## config.mk

```make
export PLATFORM = sky130hd
export DESIGN_NAME = invaders_video_fetch
export DESIGN_NICKNAME = d
export VERILOG_FILES = /design/src/rtl/invaders_video_fetch.sv
export SDC_FILE = /design/constraint.sdc
export NUM_CORES = 1
export LEC_CHECK = 0
export CORE_MARGIN = 10
export CORE_UTILIZATION = 30
export DETAILED_ROUTE_END_ITERATION = 8
export GPL_TIMING_DRIVEN = 1
export HOLD_SLACK_MARGIN = 0.03
export SLEW_MARGIN = 5
export SYNTH_ARGS = -nofsm -noshare
export SYNTH_HDL_FRONTEND = slang
export SYNTH_SLANG_ARGS = --single-unit
```

## constraint.sdc

```tcl
create_clock -name Clock -period 4.6 [get_ports Clock]
set_input_delay 0.92 -clock Clock [delete_from_list [all_inputs] [get_ports Clock]]
set_output_delay 0.92 -clock Clock [all_outputs]
set_load 0.005 [all_outputs]
```

## src/rtl/invaders_video_fetch.sv

```systemverilog
// Raster timing, VRAM byte prefetch and an LSB-first pixel shifter for the 1-bpp display.
// Each byte is fetched two pixels before it is needed, so one ce_pix gap covers the RAM latency.
module invaders_video_fetch #(
    parameter int          H_TOTAL   = 320,
    parameter int          H_ACTIVE  = 256,
    parameter int          V_TOTAL   = 262,
    parameter int          V_ACTIVE  = 224,
    parameter logic [12:0] VRAM_BASE = 13'h0400
) (
    input  logic        Clock,
    input  logic        Reset,
    input  logic        ce_pix,
    output logic [12:0] vid_addr,
    output logic        vid_rd,
    input  logic [7:0]  vid_data,
    output logic [10:0] color_prom_addr,
    input  logic [7:0]  color_prom_out,
    output logic        pixel,
    output logic [2:0]  pix_color,
    output logic [8:0]  hcount,
    output logic [8:0]  vcount,
    output logic        hblank,
    output logic        vblank,
    output logic        hsync,
    output logic        vsync
);
    localparam int STAGES = 1;
    localparam logic [8:0] H_LAST = 9'(H_TOTAL - 1);
    localparam logic [8:0] H_PRE  = 9'(H_TOTAL - 2);
    localparam logic [8:0] H_ACT  = 9'(H_ACTIVE);
    localparam logic [8:0] H_FLIM = 9'(H_ACTIVE - 8);
    localparam logic [8:0] V_LAST = 9'(V_TOTAL - 1);
    localparam logic [8:0] V_ACT  = 9'(V_ACTIVE);

    typedef struct packed {
        logic [7:0] data;
        logic [2:0] color;
    } fetch_t;

    logic [8:0]        h_nxt, v_nxt, next_line;
    logic              h_wrap, fetch_line, fetch_pre, fetch_go, load;
    logic [12:0]       fetch_a;
    fetch_t            latch;
    logic [7:0]        shift;
    logic [2:0]        color;
    // [0] is the read strobe, [1] marks the cycle the RAM/PROM data is on the bus
    logic [STAGES:0]   vld_pipe;
    logic              unused_prom;

    function automatic logic [12:0] fetch_addr(input logic [8:0] line, input logic [5:0] byte_idx);
        return VRAM_BASE + 13'({line, 5'b00000}) + {7'b0, byte_idx};
    endfunction

    always_comb begin
        h_wrap     = (hcount == H_LAST);
        h_nxt      = h_wrap ? 9'd0 : hcount + 9'd1;
        next_line  = (vcount == V_LAST) ? 9'd0 : vcount + 9'd1;
        v_nxt      = h_wrap ? next_line : vcount;
        fetch_line = (hcount[2:0] == 3'd6) && (hcount < H_FLIM) && (vcount < V_ACT);
        fetch_pre  = (hcount == H_PRE) && (next_line < V_ACT);
        fetch_go   = ce_pix && (fetch_line || fetch_pre);
        fetch_a    = fetch_pre ? fetch_addr(next_line, 6'd0)
                               : fetch_addr(vcount, hcount[8:3] + 6'd1);
        load       = (h_nxt[2:0] == 3'd0) && (h_nxt < H_ACT) && (v_nxt < V_ACT);
    end

    always_ff @(posedge Clock) begin
        if (Reset) begin
            hcount          <= '0;
            vcount          <= '0;
            hblank          <= (H_ACT == 9'd0);
            vblank          <= (V_ACT == 9'd0);
            hsync           <= 1'b0;
            vsync           <= 1'b0;
            vld_pipe        <= '0;
            latch           <= '0;
            vid_addr        <= '0;
            color_prom_addr <= '0;
            shift           <= '0;
            color           <= '0;
        end else begin
            vld_pipe <= {vld_pipe[STAGES-1:0], fetch_go};
            if (vld_pipe[STAGES])
                latch <= '{data: vid_data, color: color_prom_out[2:0]};
            if (ce_pix) begin
                hcount <= h_nxt;
                vcount <= v_nxt;
                hblank <= (h_nxt >= H_ACT);
                vblank <= (v_nxt >= V_ACT);
                hsync  <= (h_nxt >= 9'd272) && (h_nxt <= 9'd303);
                vsync  <= (v_nxt >= 9'd236) && (v_nxt <= 9'd239);
                if (fetch_go) begin
                    vid_addr        <= fetch_a;
                    color_prom_addr <= {fetch_a[12:7], fetch_a[4:0]};
                end
                if (load) begin
                    shift <= latch.data;
                    color <= latch.color;
                end else begin
                    shift <= {1'b0, shift[7:1]};
                end
            end
        end
    end

    assign vid_rd      = vld_pipe[0];
    assign pixel       = ~hblank & ~vblank & shift[0];
    assign pix_color   = (hblank | vblank) ? 3'd0 : color;
    assign unused_prom = ^color_prom_out[7:3];

endmodule

```

# Yosys cells after proc, flatten, opt, wreduce, memory -nomap -nowiden
# Cells that the tools add are included.
[classes]
n_lt_le_gt_ge = 11
bitwise = 5
n_addsub = 6
muxes = 6
div_mod_pow = 0
shifts = 0
eq_ne = 4
multipliers = 0
reduce_logical = 12
[ops]
columns = ["cell", "n"]
rows = [
  ["less-than comparator 9 x 8 -> 1 bit (second input constant)", 4],
  ["equality test 9 bit (second input constant)", 3],
  ["two-way mux 9 bit", 3],
  ["adder 11 x 13 -> 13 bit (first input constant)", 2],
  ["adder 9 x 1 -> 9 bit (second input constant)", 2],
  ["greater-or-equal comparator 9 x 8 -> 1 bit (second input constant)", 2],
  ["greater-or-equal comparator 9 bit (second input constant)", 2],
  ["adder 13 x 6 -> 13 bit", 1],
  ["two-way mux 13 bit", 1],
  ["less-or-equal comparator 9 x 8 -> 1 bit (second input constant)", 1],
  ["less-or-equal comparator 9 bit (second input constant)", 1],
  ["less-than comparator 9 bit (second input constant)", 1],
  ["logical AND 1 bit", 8],
  ["two-way mux 8 bit", 1],
  ["adder 6 x 1 -> 6 bit (second input constant)", 1],
  ["AND reduction 2 bit", 2],
  ["equality test 3 bit (second input constant)", 1],
  ["zero test 3 bit", 1],
  ["two-way mux 3 bit", 1],
  ["bitwise AND 1 bit", 2],
  ["inverter 1 bit", 2],
  ["logical OR 1 bit", 1],
  ["bitwise OR 1 bit", 1],
]
[word_totals]
rom_bits = 0
inputBits = 19
output_inout_bits = 51
memories = 0
ff_bits = 70
word_cells = 57
ram_bits = 0
latch_bits = 0

# Longest topological paths before layout
# Gate-level depths: netlist of the first run.
[logic_depth]
word_depth = 7
depth_mapped = 11
mapped_depth_nobuf = 10

# Worst setup path after synthesis of the first run
# OpenSTA, ideal clock, no wires.
[synth_timing]
kind = "flip-flop to flip-flop"
start = "register vcount[0]"
end = "register vid_addr[12]"
setup_ns = 0.116
slack_ns = 2.144
path_stages_with_launch = 9
t_arrival_ns = 2.339
path_buffers = 1
synth_period_minus_slack_ns = 2.456
required_ns = 4.484
cell_sequence = "dfxtp_1 > ha_1 > and4_1 > mux2_2 > a21bo_2 > o31ai_4 > buf_6 > o221ai_1 > o211a_1"
[synth_between]
elab_chain_len = 7
elab_cells_between_ends = 14
cone_classes = "add/sub (4); order compare (2); eq/ne (1); mux (2); reduce/logical (5)"
[synth_rtl]
columns = ["item", "line_no", "text"]
rows = [
  ["from (decl)", "21", "output logic [8:0] vcount,"],
  ["from (signal assigned)", "87", "vcount <= v_nxt;"],
  ["adder 9 x 1 -> 9 bit / equality test 9 bit (equally long branches)", "57", "next_line = (vcount == V_LAST) ? 9'd0 : vcount + 9'd1;"],
  ["two-way mux 9 bit", "57", ""],
  ["less-than comparator 9 x 8 -> 1 bit", "60", "fetch_pre = (hcount == H_PRE) && (next_line < V_ACT);"],
  ["logical AND 1 bit", "60", ""],
  ["logical OR 1 bit", "61", "fetch_go = ce_pix && (fetch_line || fetch_pre);"],
  ["logical AND 1 bit", "61", ""],
  ["AND reduction 2 bit (no source line)", "n/a", ""],
  ["to (signal assigned)", "93", "vid_addr <= fetch_a;"],
  ["to (decl)", "13", "output logic [12:0] vid_addr,"],
]
# Parallel ways exist; a longest one is shown, timed or not.
# A chain may end at the register's enable or synchronous reset.

# Final worst setup path of the first run
[layout_timing]
start = "register vcount[0]"
end = "register vid_addr[7]"
# Same word-level chain as after synthesis.

==> results list, run 1 <==
* Status: complete, no violations
* Die area: 16,290 um^2
- Peak clock frequency supported by timing: 0.3154 GHz
- Synthesis produced a netlist with a net count of 447.
- TritonCTS clock tree: built
- Starting DRT DRC Count: 290
- Clock tree synthesis selected as its root buffer the cell sky130_fd_sc_hd__clkbuf_16.
* Sink Count: 59
* Vias in the first global route: 3,079
* Worst slew margin: 0.3718
- Starting density of the core: 0.3056
- By area the synthesized netlist is led by sky130_fd_sc_hd__dfxtp_1, sky130_fd_sc_hd__nor2_1, sky130_fd_sc_hd__mux2i_1.
- Once placement finished, the instance area stood at 4071 um^2.
- Routed wire length: 9630 um
* Drt via density: 5.296
* Worst-case clock skew: 0.006795 ns
- STA classifies the critical path startpoint as a register.
- The first detailed-routing pass took 5 iterations.
* Number of top-level pins: 70
* Initial antenna violation count: 0
- Relative to the synthesized area, the layout overhead comes to 26.50%.
- Number of max-cap violations: 0
- Setup violations remaining at the end of the flow were counted as 0.
- Post-synthesis instance total: 420
- In this run the cell area of the synthesized design comes to 3475 um^2.
- CTS buffer count: 9
- Post-route setup TNS: 0 ns
* Number of library cell types mapped by synthesis: 66
- Main combinational cell family by area after synthesis: simple AND/OR/NAND/NOR gates
* Post-Synth Simple-Gate Area: 0.2611
- STA puts the critical path data required time at 4.84 ns.
* Power per cell area: 302.9 nW/um^2
* XOR/XNOR Fraction of Synth Area: 0.04033
- The synthesized design contains 59 register bits.
- Counting flops with an async set or reset pin after synthesis yields a share of 0.
* Number of enable flip-flop cells after synthesis: 0
* Share of post-route cells with drive strength above 1: 0.09978
- The most common cell in the synthesized netlist is sky130_fd_sc_hd__dfxtp_1.
* Largest fanout on the critical path: 14
- Fin. Hold Viols: 0
- HPWL after detailed placement: 6847 um
- Dividing the detail-routed wire length by the instance count gives 15.94 um.
- Dividing the final minimum period by the clock period gives 0.6892.
* Via count: 3,199
* CTS HTree Levels: 3
* Max Slew Vio Count: 0
- Worst Max-Slew Pin Slew: 0.9423 ns
- Synth top area share: 0.3399
* Pleak: 0.001487 uW
- DIE HEIGHT: 127.6 um
- The congestion estimate from routability-driven global placement came to 0.8766.
- In this run the mean area of a mapped cell was 8.273 um^2.
- In the routed design, unresolved DRC markers number 0.
- Nets@finish: 483
* Warning count from the yosys run: 0
- The worst hold path belongs to the class register to register.
- Global routing finished with a remaining overflow of 0.
- Multiplexer share of the synthesized area: 0.05546
- Setup repair after global routing left no endpoint under its margin.
* Max rail drop VDD: 0.0001428 V
- Total GRT Usage: 0.1180
- The count of nets left with antenna violations once routing finished came out at 0.
- Standard-cell rows: 39
- The share of the Yosys chip area taken by registers is 0.3399.
- The worst setup path is of the register to register kind.
- Cell taking the most area after synthesis: sky130_fd_sc_hd__dfxtp_1
* Number of buffers on the longest clock path: 2
* Synth Flop Type: sky130_fd_sc_hd__dfxtp_1
- Diode count: 0
- The die is 127.6 um wide.
* Post-synthesis share of cell area spent on full adders, half adders and majority gates: 0.02881
* CP Capture Type: register
* Clock-pin slew on the worst setup and hold paths: 0.06 ns
- After floorplanning, the core was sized to cover 11,370 um^2.
- PostCTS Resize Cnt: 0
- Entering global routing, the biggest net connects 49 pins.
- Setup Buffers After CTS: 0
* Clock period minus worst slack: 3.170 ns
- Post-route cell area: 4395 um^2
* Layout fillers: 1,207
* Clock insertion delay at the later pin of the skew report: 0.33 ns
- For the worst setup path, the data arrival time is 3.41 ns.
* Cts-stage hold buffer count: 0
- # port buffers: 64
* Compound-cell area share of the yosys netlist: 0.1966
- Sorting the synthesized cells by how often they occur yields sky130_fd_sc_hd__dfxtp_1, sky130_fd_sc_hd__nor2_1, sky130_fd_sc_hd__nand2_1.
- Wire length of the first global-routing pass: 15,970 um
[per-stage QoR]
stage	hold slack, ns	std cells	total power [uW]	setup WS (ns)	util
detailed placement	0.4524	588	615.8	1.398	0.3581
global placement	0.4436	588	614.9	1.391	0.3581
CTS	0.4602	604	1349	1.428	0.3866
global route	0.4772	604	1387	1.032	0.3866
floorplan	0.4301	420	585.7	2.144	-
finish	0.4575	604	1331	1.430	0.3866
[report_power, final]
group | switching, uW | internal [uW]
combinational | 41.9 | 34.4
sequential | 7.84 | 520
clock | 250 | 477
total | 300 | 1030
[worst paths after layout]
path | end | cells after the start | slack, ns | from
hold reg to reg | vld_pipe[1]$_SDFF_PP0_ | 1 | 0.46 | vld_pipe[0]$_SDFF_PP0_
setup / recovery | vid_addr[7]$_SDFFE_PP0P_ | 10 | 1.43 | vcount[0]$_SDFFE_PP0P_
hold / removal | vld_pipe[1]$_SDFF_PP0_ | 1 | 0.46 | vld_pipe[0]$_SDFF_PP0_
setup reg to reg | vid_addr[7]$_SDFFE_PP0P_ | 10 | 1.43 | vcount[0]$_SDFFE_PP0P_
[flip-flops by register name, summed over array words and instances, names as in the netlist]
name	flops
vsync	1
color	3
vid_addr	13
vcount	9
vblank	1
vld_pipe	2
hblank	1
latch	11
hsync	1
hcount	9
shift	8
[worst max-delay path, cell delays in order (launching register included)]
cell	delay [ns]
sky130_fd_sc_hd__dfxtp_1	0.57
sky130_fd_sc_hd__ha_1	0.37
sky130_fd_sc_hd__nand4_1	0.16
sky130_fd_sc_hd__o21ai_0	0.25
sky130_fd_sc_hd__nand2_1	0.11
sky130_fd_sc_hd__ha_1	0.26
sky130_fd_sc_hd__o21a_1	0.19
sky130_fd_sc_hd__o31ai_4	0.58
sky130_fd_sc_hd__buf_4	0.31
sky130_fd_sc_hd__o211ai_1	0.11
sky130_fd_sc_hd__a21oi_1	0.16
[final cells by class]
class | instances | area [um^2] | share of cell area
well taps | 143 | 178.9 | 0.04071
inverters | 10 | 37.54 | 0.008540
clock inverters | 7 | 98.84 | 0.02249
clock buffers | 9 | 225.2 | 0.05124
repair buffers | 66 | 650.6 | 0.1480
flip-flops and latches | 59 | 1181 | 0.2687
multi-input cells | 310 | 2023 | 0.4603
[metal layers]
layer	wire length [um]	global-route usage	vias up
met5	0	0	-
met4	118	0.03775	0
met3	666	0.03805	11
met2	4601	0.1913	123
met1	4244	0.1448	1497
li1	-	-	1568
[kinds of logic (layout without fill, tap and decap cells)]
family | after synthesis | count (layout)
fa+ha+maj | 8 | 8
mux | 19 | 19
simple gates | 172 | 172
buf+inv | 51 | 92
xor+xnor | 16 | 16
flops | 59 | 59
compound gates | 95 | 95
[cell usage in the layout, fill, tap and decap left out, types with 3 or more instances in the layout]
cell,count
sky130_fd_sc_hd__clkdlybuf4s50_1,63
sky130_fd_sc_hd__dfxtp_1,59
sky130_fd_sc_hd__nor2_1,48
sky130_fd_sc_hd__nand2_1,28
sky130_fd_sc_hd__a21oi_1,23
sky130_fd_sc_hd__o21ai_0,21
sky130_fd_sc_hd__mux2i_1,17
sky130_fd_sc_hd__nand3_1,16
sky130_fd_sc_hd__xnor2_1,11
sky130_fd_sc_hd__inv_1,10
sky130_fd_sc_hd__or3_1,10
sky130_fd_sc_hd__and2_1,9
sky130_fd_sc_hd__nand4_1,9
sky130_fd_sc_hd__nand2b_1,9
sky130_fd_sc_hd__clkbuf_16,9
sky130_fd_sc_hd__a211oi_1,8
sky130_fd_sc_hd__ha_1,8
sky130_fd_sc_hd__nor3_1,7
sky130_fd_sc_hd__nor4_1,7
sky130_fd_sc_hd__and3_1,6
sky130_fd_sc_hd__xor2_1,5
sky130_fd_sc_hd__o21a_1,4
sky130_fd_sc_hd__nor3b_1,3
sky130_fd_sc_hd__a311oi_1,3
sky130_fd_sc_hd__or2_2,3
sky130_fd_sc_hd__o221ai_1,3
sky130_fd_sc_hd__a31oi_1,3
sky130_fd_sc_hd__a211oi_2,3
Note: power is estimated with default switching activity, not from simulation.
==> run 2: changes to the inputs <==
==> constraint.sdc (replaced) <==
create_clock -name Clock -period 3.1 [get_ports Clock]
set_input_delay 0.62 -clock Clock [delete_from_list [all_inputs] [get_ports Clock]]
set_output_delay 0.62 -clock Clock [all_outputs]
set_load 0.005 [all_outputs]
==> results list, run 2 (synthesized netlist as in run 1, its figures left out) <==
* Slack of the worst reg-to-reg path: 0.31 ns (was 1.43 ns)
* Routed wire length: 9747 um (was 9630 um)
* Wire length of the first global-routing pass: 16,530 um (was 15,970 um)
* Die extent in x: 127.6 um (unchanged)
- Endpoint with the worst hold slack: color[1]$_SDFFE_PP0P_ (was vld_pipe[1]$_SDFF_PP0_)
- Switching part of the total power: 0.2179 (was 0.2250)
- Net switching power of the design: 431.6 uW (was 299.6 uW)
* Worst Max-Slew Pin Slew: 0.7821 ns (was 0.9423 ns)
- GRT overflow: 0 (unchanged)
- Setup repair after global routing missed its margin: no (unchanged)
* Starting density of the core: 0.3056 (unchanged)
- The filler cell count is 1,190 (was 1,207).
- The type of the setup path with the least slack is register to register (unchanged).
- The internal cell power was 1549 uW (was 1032 uW).
- The largest clock skew in the final design was 0.005319 ns (was 0.006795 ns).
- The net count of the finished layout was 495 (was 483).
* HPWL after detailed placement: 7150 um (was 6847 um)
- The count of cells resized by post-cts repair came to 0 (unchanged).
- Worst Reg2Reg Path Length in Cells: 8 (was 10)
- Portion of total power attributed to sequential cells: 0.396 (was 0.397)
- Largest registers in the final layout: vid_addr x13, latch x11 (unchanged).
* Required arrival time at the worst endpoint: 3.33 ns (was 4.84 ns)
* Power per cell area: 441.2 nW/um^2 (was 302.9 nW/um^2)
- The critical path's largest stage delay came to 0.62 ns (was 0.58 ns).
- The worst hold path startpoint was color[1]$_SDFFE_PP0P_ (was vld_pipe[0]$_SDFF_PP0_).
- Class of the worst hold path: register to register (unchanged)
- The TritonCTS buffer count is 9 (unchanged).
- The count of cells along the worst hold path is 2 (was 1).
* Standard-cell rows: 39 (unchanged)
- The final instance area came to 4489 um^2 (was 4395 um^2).
- Vias in the first global route: 3,181 (was 3,079)
* Max Slew Vio Count: 0 (unchanged)
- Final period util: 0.9009 (was 0.6892)
- CTS HTree Levels: 3 (unchanged)
* Routability congestion estimate: 0.8999 (was 0.8766)
- The I/O pin count came to 70 (unchanged).
- The endpoint arrival time on the critical path is 3.03 ns (was 3.41 ns).
* Clock insertion delay at the later pin of the skew report: 0.32 ns (was 0.33 ns)
- The routed length per placed instance is 15.82 um (was 15.94 um).
- Drt via density: 5.284 (was 5.296)
- Max rail drop VDD: 0.0002664 V (was 0.0001428 V)
- Number of remaining DRC errors: 0 (unchanged)
- Post-route setup TNS: 0 ns (unchanged)
* DIE HEIGHT: 127.6 um (unchanged)
- Commonest non-fill, non-tap cell in the layout: sky130_fd_sc_hd__clkdlybuf4s50_1 (unchanged)
- Startpoint type of the worst setup path: register (unchanged)
- The part of the total power dissipated in the clock network was 0.546 (about the same).
* Largest fanout on the critical path: 14 (unchanged)
- Core Footprint: 11,370 um^2 (unchanged)
- Synth-to-Final Area Change: 29.20% (was 26.50%)
- Pleak: 0.001548 uW (was 0.001487 uW)
* Most frequent cells in the layout: sky130_fd_sc_hd__clkdlybuf4s50_1, sky130_fd_sc_hd__dfxtp_1, sky130_fd_sc_hd__nor2_1, sky130_fd_sc_hd__nand2_1, sky130_fd_sc_hd__a21oi_1 (unchanged)
- Largest register FFs: 13 (unchanged)
- The antenna diode count is 0 (unchanged).
- Most flops, register: vid_addr (unchanged)
* Number of max-cap violations: 0 (unchanged)
* Sink Count: 59 (unchanged)
- The relative slew slack is 0.4768 (was 0.3718).
- The count of buffers inserted at the top-level ports came to 64 (unchanged).
* Comb pwr share: 0.058 (was 0.057)
* CP Capture Type: register (unchanged)
- The hold buffer count at CTS came to 0 (unchanged).
- Pin count of the biggest net entering global routing: 28 (was 49)
* Share of post-route cells with drive strength above 1: 0.1226 (was 0.09978)
- The slowest stage cell on the critical path is sky130_fd_sc_hd__dfxtp_1 (was sky130_fd_sc_hd__o31ai_4).
- The total track usage came to 0.1218 (was 0.1180).
* Root buffer selected by CTS: sky130_fd_sc_hd__clkbuf_16 (unchanged)
- The TritonCTS clock tree was built (unchanged).
- Number of buffers on the longest clock path: 2 (unchanged)
- Cell-by-cell trace of the critical path: nand4_1, o21ai_0, nand2_1, ha_1, o21ai_1, nand2_2, or3_1, a311oi_2 (was ha_1, nand4_1, o21ai_0, nand2_1, ha_1, o21a_1, o31ai_4, buf_4, o211ai_1, a21oi_1)
- The power consumption was 1981 uW (was 1331 uW).
- Status: complete, no violations (unchanged).
* Initial antenna violation count: 0 (unchanged)
- DR pass1 iterations: 5 (unchanged)
* Placed Instance Area: 4161 um^2 (was 4071 um^2)
* Clock-pin slew on the worst setup and hold paths: 0.05 ns (was 0.06 ns)
- Setup Buffers After CTS: 0 (unchanged)
* Peak clock frequency supported by timing: 0.3580 GHz (was 0.3154 GHz)
- The hold violation count in the final report was 0 (unchanged).
- The launch instance of the worst register-to-register path is vcount[3]$_SDFFE_PP0P_ (was vcount[0]$_SDFFE_PP0P_).
* Clock period minus worst slack: 2.793 ns (was 3.170 ns)
- Starting DRT DRC Count: 274 (was 290)
- Setup-failing EPs final: 0 (unchanged)
* Die area: 16,290 um^2 (unchanged)
- The number of nets with antenna violations after routing is 0 (unchanged).
- The overall via count from detail_route was 3,255 (was 3,199).
* FF-to-FF End: vid_addr[6]$_SDFFE_PP0P_ (was vid_addr[7]$_SDFFE_PP0P_)
## run 2: how the worst max path moves through the flow
stage                                 from                   endpoint  slack (ns)  cells past startpoint
floorplan           vcount[0]$_SDFFE_PP0P_  vid_addr[12]$_SDFFE_PP0P_        0.64                      8
global placement    hcount[4]$_SDFFE_PP0P_  vid_addr[12]$_SDFFE_PP0P_        0.43                     10
detailed placement  hcount[0]$_SDFFE_PP0P_      shift[4]$_SDFFE_PP0P_        0.39                      7
CTS                 hcount[4]$_SDFFE_PP0P_  vid_addr[12]$_SDFFE_PP0P_        0.40                     10
global route        vcount[3]$_SDFFE_PP0P_   vid_addr[6]$_SDFFE_PP0P_        0.05                      8
finish              vcount[3]$_SDFFE_PP0P_   vid_addr[6]$_SDFFE_PP0P_        0.31                      8
## run 2: through the flow
stage               utilization  setup WS [ns]  cells  hold slack (ns)
floorplan                     -         0.6445    420           0.4301
global placement         0.3660         0.4293    600           0.4450
detailed placement       0.3660         0.3928    600           0.4543
CTS                      0.3949         0.3981    616           0.4647
global route             0.3949        0.04921    616           0.4835
finish                   0.3949         0.3071    616           0.4670
## run 2: power by group through the flow
| stage | combinational [uW] | clock (uW) | sequential, uW |
|---|---|---|---|
| global placement | 114 | 0 | 800 |
| finish | 115 | 1080 | 784 |
| floorplan | 73.3 | 0 | 796 |
| CTS | 117 | 1100 | 784 |
| detailed placement | 116 | 0 | 800 |
| global route | 129 | 1140 | 786 |
## run 2: worst max-delay path, delay by kind of cell, from the launching register on
kind	cells	cell delay, ns
adder cells (fa/ha/maj)	1	0.28
AO/OA/AOI/OAI	3	0.92
AND/OR/NAND/NOR	4	0.90
flip-flops	1	0.62
## run 2: layer usage
metal  wire length [um]  global-route usage  up-vias
met5                  0                   0        -
met2               4763              0.2028      135
li1                   -                   -     1599
met4                134             0.03377        0
met3                751             0.03722       11
met1               4097              0.1484     1510
## run 2: layout make-up
class | count | area, um^2 | share of cell area
sequential | 59 | 1181 | 0.2631
clock inverter | 6 | 88.84 | 0.01979
tap | 143 | 178.9 | 0.03986
clock buffer | 10 | 239.0 | 0.05323
inverter | 10 | 37.54 | 0.008361
timing repair buffer | 78 | 740.7 | 0.1650
multi-input combinational | 310 | 2023 | 0.4507
==> run 3: changes to the inputs <==
--- a/config.mk
+++ b/config.mk
@@ -8,7 +8,7 @@
 export CORE_MARGIN = 10
 export CORE_UTILIZATION = 30
 export DETAILED_ROUTE_END_ITERATION = 8
-export GPL_TIMING_DRIVEN = 1
+export GPL_TIMING_DRIVEN = 0
 export HOLD_SLACK_MARGIN = 0.03
 export SLEW_MARGIN = 5
 export SYNTH_ARGS = -nofsm -noshare
==> results list, run 3 (synthesized netlist as in run 1, its figures left out) <==
- Starting density of the core: 0.3056 (unchanged)
- Power per cell area: 403.2 nW/um^2 (was 441.2 nW/um^2)
- Worst Max-Slew Pin Slew: 0.8810 ns (was 0.7821 ns)
- Initial antenna violation count: 0 (unchanged)
- The leakage dissipation came to 0.001600 uW (was 0.001548 uW).
- Max Slew Vio Count: 0 (unchanged)
- The type of the setup path with the least slack was register to register (unchanged).
- Core Footprint: 11,370 um^2 (unchanged)
* Number of remaining DRC errors: 0 (unchanged)
- Number of max-cap violations: 0 (unchanged)
* Vias in the first global route: 3,328 (was 3,181)
* Final worst hold slack: 0.4633 ns (was 0.4670 ns)
- Largest registers in the final layout: vid_addr x13, latch x11 (unchanged)
- The wire length after detailed routing was 10,780 um (was 9747 um).
- Startpoint type of the worst setup path: register (unchanged)
- CTS HTree Levels: 3 (unchanged)
- The area growth from synthesis to final layout was 31.91% (was 29.20%).
- Worst slew margin: 0.4107 (was 0.4768)
* Cts-stage hold buffer count: 0 (unchanged)
* Starting DRT DRC Count: 300 (was 274)
- The clock-pin slew on the worst setup and hold paths is 0.05 ns (about the same).
- HPWL after detailed placement: 8013 um (was 7150 um)
* Critical path data arrival time: 3.18 ns (was 3.03 ns)
* Diode count: 0 (unchanged)
- Slack of the worst reg-to-reg path: 0.15 ns (was 0.31 ns)
- The die outline width was 127.6 um (unchanged).
- The TritonCTS buffer count came to 9 (unchanged).
- Most flops, register: vid_addr (unchanged)
- Number of top-level pins: 70 (unchanged)
* GRT overflow: 0 (unchanged)
- Cell-by-cell trace of the critical path: ha_1, and3_1, clkbuf_1, a2111oi_0, nand2_1, o31ai_4, buf_6, o221ai_1, o211a_1 (was nand4_1, o21ai_0, nand2_1, ha_1, o21ai_1, nand2_2, or3_1, a311oi_2)
- Antenna viol nets, final: 0 (unchanged)
* Global routing met3 resource utilization: 0.03929 (was 0.03722)
- Nets@finish: 522 (was 495)
- Setup-failing EPs final: 0 (unchanged)
* Placed Instance Area: 4294 um^2 (was 4161 um^2)
* Drt via density: 5.198 (was 5.284)
- Number of buffers on the longest clock path: 2 (unchanged)
- Most frequent cells in the layout: sky130_fd_sc_hd__clkdlybuf4s50_1, sky130_fd_sc_hd__dfxtp_1, sky130_fd_sc_hd__nor2_1, sky130_fd_sc_hd__nand2_1, sky130_fd_sc_hd__a21oi_1 (unchanged).
- Sink Count: 59 (unchanged)
* Via count: 3,342 (was 3,255)
* Worst R2R Start: hcount[3]$_SDFFE_PP0P_ (was vcount[3]$_SDFFE_PP0P_)
- Setup repair after global routing missed its margin: no (unchanged)
* GR Layer Usage met2: 0.2167 (was 0.2028)
* CP Capture Type: register (unchanged)
- Final worst-path setup slack: 0.1464 ns (was 0.3071 ns)
* Largest incremental delay on the critical path: 0.80 ns (was 0.62 ns)
* Share of post-route cells with drive strength above 1: 0.1420 (was 0.1226)
* Met1 track utilization from global routing: 0.1570 (was 0.1484)
* Total GRT Usage: 0.1302 (was 0.1218)
- Post-route setup TNS: 0 ns (unchanged)
- Endpoint with the worst hold slack: color[0]$_SDFFE_PP0P_ (was color[1]$_SDFFE_PP0P_)
- Class of the worst hold path: register to register (unchanged)
- Worst-case clock skew: 0.004374 ns (was 0.005319 ns)
* Fin. Hold Viols: 0 (unchanged)
- The count of cells along the worst hold path was 2 (unchanged).
- The worst supply voltage drop on vdd is 0.0002461 V (was 0.0002664 V).
- The most congested layer reported by global routing is met2 (unchanged).
- Clock insertion delay at the later pin of the skew report: 0.33 ns (was 0.32 ns)
- FF-to-FF End: vid_addr[12]$_SDFFE_PP0P_ (was vid_addr[6]$_SDFFE_PP0P_)
- The family with the most delay on the worst path was compound AO/OA/AOI/OAI gates (unchanged).
- # port buffers: 64 (unchanged)
- Status: complete, no violations (unchanged).
* Commonest non-fill, non-tap cell in the layout: sky130_fd_sc_hd__clkdlybuf4s50_1 (unchanged)
* Die area: 16,290 um^2 (unchanged)
- Clock period minus worst slack: 2.954 ns (was 2.793 ns)
* Largest register FFs: 13 (unchanged)
* Buffer and inverter count on the worst path: 2 (was 0)
- Hold Path Origin: color[0]$_SDFFE_PP0P_ (was color[1]$_SDFFE_PP0P_)
- The placer's final routability congestion estimate is 0.9039 (was 0.8999).
- The power consumption came to 1848 uW (was 1981 uW).
* DIE HEIGHT: 127.6 um (unchanged)
- Minimum setup slack after placement: 0.1610 ns (was 0.3928 ns)
- The root buffer cell is sky130_fd_sc_hd__clkbuf_16 (unchanged).
- Largest fanout on the critical path: 10 (was 14)
* Required arrival time at the worst endpoint: 3.32 ns (was 3.33 ns)
- DR pass1 iterations: 4 (was 5)
- Peak clock frequency supported by timing: 0.3386 GHz (was 0.3580 GHz)
- The TritonCTS clock tree is built (unchanged).
- The number of core rows is 39 (unchanged).
- The final instance area is 4583 um^2 (was 4489 um^2).
- The fraction of the cycle the final worst path needs is 0.9528 (was 0.9009).
- The first-pass GRT wire length came to 17,320 um (was 16,530 um).
- Cell at the slowest stage of the critical path: sky130_fd_sc_hd__a2111oi_0 (was sky130_fd_sc_hd__dfxtp_1)
- The number of logic stages on the critical path including buffering came to 9 (was 8).
* Worst Reg2Reg Path Length in Cells: 9 (was 8)
- The maximum number of pins on one net before global-route repair is 12 (was 28).
- Drt wl/cell: 16.77 um (was 15.82 um)
run 3: changes by cell type in the layout (fill, tap and decap cells not counted), sizes merged:
cell,delta
clkinvlp,+1
clkdlybuf4s50,+1
clkinv,+1
buf,+12
bufinv,-2
clkbuf,+14
run 3: how the worst max path moves through the flow:
stage / slack, ns / start / end
after floorplan: 0.64 / vcount[0]$_SDFFE_PP0P_ / vid_addr[12]$_SDFFE_PP0P_
after global placement: 0.18 / vcount[0]$_SDFFE_PP0P_ / vid_addr[5]$_SDFFE_PP0P_
after detailed placement: 0.16 / vcount[0]$_SDFFE_PP0P_ / vid_addr[5]$_SDFFE_PP0P_
after CTS: 0.15 / vcount[0]$_SDFFE_PP0P_ / vid_addr[5]$_SDFFE_PP0P_
after global routing: 0.07 / vcount[0]$_SDFFE_PP0P_ / vid_addr[12]$_SDFFE_PP0P_
final: 0.15 / hcount[3]$_SDFFE_PP0P_ / vid_addr[12]$_SDFFE_PP0P_
run 3: final cells by class:
type | instances | area [um^2]
inverters | 10 | 37.54
clock buffers | 10 | 239.0
multi-input cells | 310 | 2029
repair buffers | 64 | 640.6
clock inverters | 6 | 41.29
well taps | 143 | 178.9
flip-flops and latches | 59 | 1184
plain buffers | 41 | 232.7
fillers | 1172 | 6787
run 3: worst register-to-register path, stage by stage (launching register included):
cell and delay (ns):
sky130_fd_sc_hd__dfxtp_1 0.41, sky130_fd_sc_hd__ha_1 0.31, sky130_fd_sc_hd__and3_1 0.20, sky130_fd_sc_hd__clkbuf_1 0.17, sky130_fd_sc_hd__a2111oi_0 0.80, sky130_fd_sc_hd__nand2_1 0.20, sky130_fd_sc_hd__o31ai_4 0.15, sky130_fd_sc_hd__buf_6 0.23
sky130_fd_sc_hd__o221ai_1 0.19, sky130_fd_sc_hd__o211a_1 0.18
run 3: power by group:
group	internal, uW	switching [uW]	leakage (uW)	total [uW]
clock	560	378	0.000130	938
combinational	56.1	71.3	0.000991	127
sequential	772	10.2	0.000479	782
total	1390	460	0.00160	1850
run 3: stage by stage:
| step | util | instances |
|---|---|---|
| 2_1_floorplan | - | 420 |
| 3_3_place_gp | 0.3777 | 627 |
| 3_5_place_dp | 0.3777 | 627 |
| 4_1_cts | 0.4023 | 643 |
| 5_1_grt | 0.4031 | 643 |
| 6_report | 0.4031 | 643 |
run 3: routing by layer:
layer | vias up | part of all wire
li1 | 1658 | -
met1 | 1561 | 0.43
met2 | 107 | 0.48
met3 | 16 | 0.069
met4 | 0 | 0.016
met5 | - | 0
run 3: repair_timing:
action,in CTS,in global routing
buffers inserted,0,0
gates resized for setup,0,4
setup endpoints to repair,0,12
